--- config.mk ---
export PLATFORM = sky130hd
export DESIGN_NAME = enc_period_quad_sync
export DESIGN_NICKNAME = d
export VERILOG_FILES = /design/src/rtl/enc_period_pkg.sv /design/src/rtl/enc_period_quad_sync_timer.sv /design/src/rtl/enc_period_quad_sync.sv
export SDC_FILE = /design/constraint.sdc
export NUM_CORES = 1
export LEC_CHECK = 0
export CAP_MARGIN = 15
export CORE_UTILIZATION = 45
export CTS_CLUSTER_SIZE = 25
export DETAILED_ROUTE_END_ITERATION = 10
export PLACE_DENSITY = 0.6
export SYNTH_ARGS = -nofsm -noshare
export SYNTH_HDL_FRONTEND = slang
export SYNTH_SLANG_ARGS = --single-unit
--- constraint.sdc ---
create_clock -name clk_fast -period 4.95 [get_ports clk_fast]
set_input_delay 0.7425 -clock clk_fast [delete_from_list [all_inputs] [get_ports clk_fast]]
set_output_delay 0.7425 -clock clk_fast [all_outputs]
set_load 0.01 [all_outputs]
--- src/rtl/enc_period_pkg.sv ---
// Shared types and helpers for the quadrature encoder period measurement.
// Edge codes, the expected-next-edge table and the default counter width.
package enc_period_pkg;

  localparam int CNT_W_DEFAULT = 22;

  typedef enum logic [1:0] {
    A_UP = 2'd0,
    A_DN = 2'd1,
    B_UP = 2'd2,
    B_DN = 2'd3
  } edge_t;

  // dir=0 cycles A_UP->B_UP->A_DN->B_DN; dir=1 walks the same ring backwards
  function automatic edge_t next_edge(input edge_t last, input logic dir);
    edge_t nxt;
    case (last)
      A_UP:    nxt = dir ? B_DN : B_UP;
      B_UP:    nxt = dir ? A_UP : A_DN;
      A_DN:    nxt = dir ? B_UP : B_DN;
      B_DN:    nxt = dir ? A_DN : A_UP;
      default: nxt = A_UP;
    endcase
    return nxt;
  endfunction

endpackage

--- src/rtl/enc_period_quad_sync_timer.sv ---
// Per-edge period timer: saturating counter, latch on edge, direction-change taint.
// The counter never wraps; it sticks at all-ones until its own edge clears it.
module enc_edge_timer
  import enc_period_pkg::*;
#(
  parameter int CNT_W = CNT_W_DEFAULT
) (
  input  logic             clk_fast,
  input  logic             reset,
  input  logic             edge_pulse,
  input  logic             dir_chg,
  output logic [CNT_W-1:0] cnt,
  output logic             cnt_ovf,
  output logic             taint,
  output logic [CNT_W-1:0] lat,
  output logic             lat_ovf,
  output logic             lat_dc
);

  localparam logic [CNT_W-1:0] CNT_MAX = '1;

  function automatic logic [CNT_W-1:0] sat_inc(input logic [CNT_W-1:0] v);
    return (v == CNT_MAX) ? v : v + CNT_W'(1);
  endfunction

  assign cnt_ovf = (cnt == CNT_MAX);

  // An own-edge pulse outranks a direction change; the latch still records the taint
  always_ff @(posedge clk_fast or negedge reset) begin
    if (!reset) begin
      cnt     <= '0;
      taint   <= 1'b0;
      lat     <= '0;
      lat_ovf <= 1'b0;
      lat_dc  <= 1'b0;
    end else if (edge_pulse) begin
      lat     <= cnt;
      lat_ovf <= cnt_ovf;
      lat_dc  <= taint | dir_chg;
      cnt     <= '0;
      taint   <= 1'b0;
    end else if (dir_chg) begin
      cnt     <= CNT_MAX;
      taint   <= 1'b1;
    end else begin
      cnt     <= sat_inc(cnt);
    end
  end

endmodule

--- src/rtl/enc_period_quad_sync.sv ---
// Quadrature encoder full-cycle period measurement on clk_fast.
// Synchronises A/B, detects edges, times each edge type and reports the larger period.
module enc_period_quad_sync
  import enc_period_pkg::*;
#(
  parameter int CNT_W       = CNT_W_DEFAULT,
  parameter int SYNC_STAGES = 2
) (
  input  logic             clk_fast,
  input  logic             reset,
  input  logic             a,
  input  logic             b,
  input  logic             dir,
  output logic [CNT_W-1:0] period_o,
  output logic             src_o,
  output logic [1:0]       edge_o,
  output logic             ovf_o,
  output logic             dir_chg_o,
  output logic             edge_stb_o,
  output logic             err_o
);

  logic [SYNC_STAGES-1:0] a_sync, b_sync;
  logic                   a_d, b_d;
  logic [3:0]             pulse_p1;
  logic                   dir_r;
  logic                   dir_chg;

  logic [CNT_W-1:0] cnt [4];
  logic [CNT_W-1:0] lat [4];
  logic [3:0]       cnt_ovf, taint, lat_ovf, lat_dc;

  edge_t last_e;
  edge_t nxt;
  logic  cnt_wins;
  logic  multi_edge;

  // Stage p0: synchroniser chain and delayed copy; p1: registered edge pulses
  always_ff @(posedge clk_fast or negedge reset) begin
    if (!reset) begin
      a_sync   <= '0;
      b_sync   <= '0;
      a_d      <= 1'b0;
      b_d      <= 1'b0;
      pulse_p1 <= '0;
      dir_r    <= 1'b0;
    end else begin
      a_sync         <= {a_sync[SYNC_STAGES-2:0], a};
      b_sync         <= {b_sync[SYNC_STAGES-2:0], b};
      a_d            <= a_sync[SYNC_STAGES-1];
      b_d            <= b_sync[SYNC_STAGES-1];
      pulse_p1[A_UP] <= a_sync[SYNC_STAGES-1] & ~a_d;
      pulse_p1[A_DN] <= ~a_sync[SYNC_STAGES-1] & a_d;
      pulse_p1[B_UP] <= b_sync[SYNC_STAGES-1] & ~b_d;
      pulse_p1[B_DN] <= ~b_sync[SYNC_STAGES-1] & b_d;
      dir_r          <= dir;
    end
  end

  assign dir_chg    = dir ^ dir_r;
  assign multi_edge = (pulse_p1 & (pulse_p1 - 4'd1)) != 4'd0;

  for (genvar e = 0; e < 4; e++) begin : g_timer
    enc_edge_timer #(.CNT_W(CNT_W)) u_timer (
      .clk_fast   (clk_fast),
      .reset      (reset),
      .edge_pulse (pulse_p1[e]),
      .dir_chg    (dir_chg),
      .cnt        (cnt[e]),
      .cnt_ovf    (cnt_ovf[e]),
      .taint      (taint[e]),
      .lat        (lat[e]),
      .lat_ovf    (lat_ovf[e]),
      .lat_dc     (lat_dc[e])
    );
  end

  // Simultaneous pulses resolve A_UP > B_UP > A_DN > B_DN and flag an error
  always_ff @(posedge clk_fast or negedge reset) begin
    if (!reset) begin
      last_e <= A_UP;
      err_o  <= 1'b0;
    end else begin
      if (pulse_p1[A_UP])      last_e <= A_UP;
      else if (pulse_p1[B_UP]) last_e <= B_UP;
      else if (pulse_p1[A_DN]) last_e <= A_DN;
      else if (pulse_p1[B_DN]) last_e <= B_DN;
      if (multi_edge) err_o <= 1'b1;
    end
  end

  assign nxt      = next_edge(last_e, dir);
  assign cnt_wins = cnt[nxt] >= lat[last_e];

  // Stage p2: registered output mux, all fields update together
  always_ff @(posedge clk_fast or negedge reset) begin
    if (!reset) begin
      period_o   <= '0;
      src_o      <= 1'b0;
      edge_o     <= 2'd0;
      ovf_o      <= 1'b0;
      dir_chg_o  <= 1'b0;
      edge_stb_o <= 1'b0;
    end else begin
      if (cnt_wins) begin
        period_o  <= cnt[nxt];
        src_o     <= 1'b0;
        edge_o    <= nxt;
        ovf_o     <= cnt_ovf[nxt];
        dir_chg_o <= taint[nxt];
      end else begin
        period_o  <= lat[last_e];
        src_o     <= 1'b1;
        edge_o    <= last_e;
        ovf_o     <= lat_ovf[last_e];
        dir_chg_o <= lat_dc[last_e];
      end
      edge_stb_o <= |pulse_p1;
    end
  end

endmodule

==> out/qor.txt <==
outcome -> finished, final reports clean
initial core utilization -> 46.3%
area share of the largest cell type after synthesis -> 50.7%
Final TNS setup -> 0 ns
total CTS buffers -> 26
Syn Area/Cell -> 12.4 um2
Finish-stage setup viols -> 0
Tot GR Track Use -> 22.7%
Worst Skew -> 0.0149 ns
Async SR Flop Fraction -> 100%
site row count -> 57
Yosys cell types -> 52
CP max FO -> 18
P_leak -> 5.08 nW
remaining global-route overflow -> 0
Max Cap Viol -> 0
commonest cells after routing, fill and taps aside -> dfrtp_1 (224), mux2_2 (117), a21oi_1 (104)
Skew-Pair Late Insertion Delay -> 0.53 ns
Synth warnings -> 0
Routed WL -> 28300 um
Syn Inst Count -> 913
Detailed Route Iter0 Violations -> 505
post-synthesis sequential area ratio -> 50.7%
Tcrit/Tclk final -> 91.9%
hold_buf cts -> 0
clk slew on worst S/H paths -> 0.06 ns
Fin. Hold Viols -> 0
Boundary Pins -> 34
TritonCTS clock tree -> built
CP Launch Type -> input port
largest net degree at the start of global routing -> 107
detailed-route via count -> 7486
1st-pass router iterations -> 5
Die Footprint -> 25900 um2
WP data required -> 5.36 ns
HP Class -> input port to asynchronous set/reset pin
EDFF count, synth -> 0
clock sinks -> 230
number of global-route vias before repair -> 7417
nets -> 973
mapped cell area -> 11400 um2
Mapped Nets -> 944
ys flop type -> dfrtp_1
final-report max-slew violation count -> 0
Max Clk Rate -> 0.220 GHz
Final HPWL DP -> 18900 um
Crit path arrival time -> 4.96 ns
Syn-to-layout area delta -> 13.7%
drt wl/cell -> 22.0 um
CP Class -> input port to register
Synth area leader -> dfrtp_1
largest cells by area after synthesis -> dfrtp_1 (51%), mux2_2 (12%), mux4_2 (9.5%)
ANT nets after route -> 0
crit path capture type -> register
Core Region -> 24500 um2
pre-CTS setup slack -> -0.192 ns
GP Congestion -> 0.802
Max VDD drop -> 0.000273 V
max-slew headroom at the worst pin -> 24.0%
Clock Root Buffer -> clkbuf_16
Die X -> 161 um
initial antenna violation count -> 0
Avg Vias per Cell -> 5.82
share of cells above drive strength 1 -> 25.7%
Post-CTS Resized -> 0
post-layout minimum cycle time -> 4.55 ns
setup bufs post-CTS -> 0
Clock Path Buffers -> 3
first-pass GRT wire length -> 45000 um
Tightest Pin Transition -> 1.13 ns
H-Tree Depth -> 1
FF+latch count, synth -> 230
commonest non-fill, non-tap cell in the layout -> dfrtp_1
port bufs -> 33
setup ws final -> 0.401 ns
Ant. Diodes -> 0
die height -> 161 um
RSZ-0062 raised after global routing -> no
Pwr Density -> 479 nW/um2
drt drc -> 0
==> layer usage <==
| metal | GRT usage [%] | vias up | part of all wire (%) |
|---|---|---|---|
| li1 | - | 3376 | - |
| met1 | 33.7 | 3906 | 47 |
| met2 | 35.1 | 164 | 46 |
| met3 | 3.51 | 40 | 4.7 |
| met4 | 5.32 | 0 | 2.1 |
| met5 | 0 | - | 0 |
==> cells by family (layout without fill, tap and decap cells) <==
logic type	after synthesis	in the layout	synth area share [%]
and+or+nand+nor	187	187	8.96
muxes	171	171	21.6
adders and majority gates	27	27	2.95
AOI/OAI and AO/OA	137	137	6.59
buffers and inverters	82	131	3.03
DFF	230	230	50.7
xor gates and xnor gates	79	79	6.16
==> cells in the mapped netlist, types with 2 or more instances <==
| cell | n |
|---|---|
| a211oi_1 | 4 |
| a21oi_1 | 104 |
| a31oi_1 | 4 |
| and2_1 | 6 |
| and3_1 | 8 |
| and4_1 | 9 |
| buf_1 | 4 |
| buf_2 | 7 |
| buf_4 | 3 |
| buf_6 | 2 |
| clkbuf_1 | 33 |
| dfrtp_1 | 230 |
| ha_1 | 26 |
| inv_1 | 32 |
| mux2_2 | 117 |
| mux2i_1 | 6 |
| mux4_2 | 48 |
| nand2_1 | 34 |
| nand2b_1 | 3 |
| nand3_1 | 33 |
| nand4_1 | 18 |
| nor2_1 | 40 |
| nor2_4 | 2 |
| nor2b_1 | 4 |
| nor3_1 | 9 |
| nor3_2 | 3 |
| nor4_1 | 6 |
| o2111ai_1 | 3 |
| o211ai_1 | 3 |
| o21ai_0 | 10 |
| o21bai_1 | 2 |
| or2_2 | 3 |
| or3_1 | 2 |
| xnor2_1 | 36 |
| xor2_1 | 42 |
==> through the flow <==
step | hold slack (ns) | instance area [um2] | total power [W] | cells | utilization, %
after floorplan | 0.331 | 11400 | 0.00365 | 913 | -
after global placement | 0.335 | 12100 | 0.00428 | 1238 | 49.2
after detailed placement | 0.337 | 12100 | 0.00431 | 1238 | 49.2
after CTS | 0.242 | 12900 | 0.00625 | 1286 | 52.7
after global routing | 0.258 | 12900 | 0.00652 | 1286 | 52.7
final | 0.210 | 12900 | 0.00619 | 1286 | 52.7
==> critical path, cell delays in order <==
cell	delay [ns]
clkdlybuf4s50_1	0.50
xnor2_4	0.64
mux4_2	0.62
ha_1	0.32
nand4_1	0.26
nor4_1	0.66
a22oi_1	0.27
nand3_2	0.34
buf_12	0.23
mux2_2	0.36
==> worst paths after layout <==
path,cells after the start,startpoint,endpoint,slack (ns)
setup reg to reg,9,last_e[0],period_o[10],0.69
hold / removal,1,reset,src_o,0.21
max in group asynchronous,2,reset,pulse_p1[2],3.68
min in group clk_fast,0,b_sync[0],b_sync[1],0.35
setup / recovery,10,dir,period_o[10],0.40
hold reg to reg,0,b_sync[0],b_sync[1],0.35
==> layout make-up <==
class                      count  area, um2
multi-input combinational    601       5290
clock buffer                  38        747
timing repair buffer          51        495
sequential                   230       5760
tap                          324        405
inverter                      32        120
fill                        2144      11600
clock inverter                10        100
==> state kept, by name, summed over array words and instances, names as in the netlist, 2 cells and up <==
signal / flops
edge_o: 2
a_sync: 2
g_timer.u_timer.lat: 88
g_timer.u_timer.lat_ovf: 4
period_o: 22
g_timer.u_timer.lat_dc: 4
last_e: 2
pulse_p1: 4
g_timer.u_timer.taint: 4
g_timer.u_timer.cnt: 88
b_sync: 2
==> report_power, final <==
group	switching (W)	leakage [nW]	internal [W]
clock	0.000774	0.423	0.00115
sequential	0.000354	2.58	0.00227
combinational	0.000747	2.07	0.000899
Note: power is estimated with default switching activity, not from simulation.
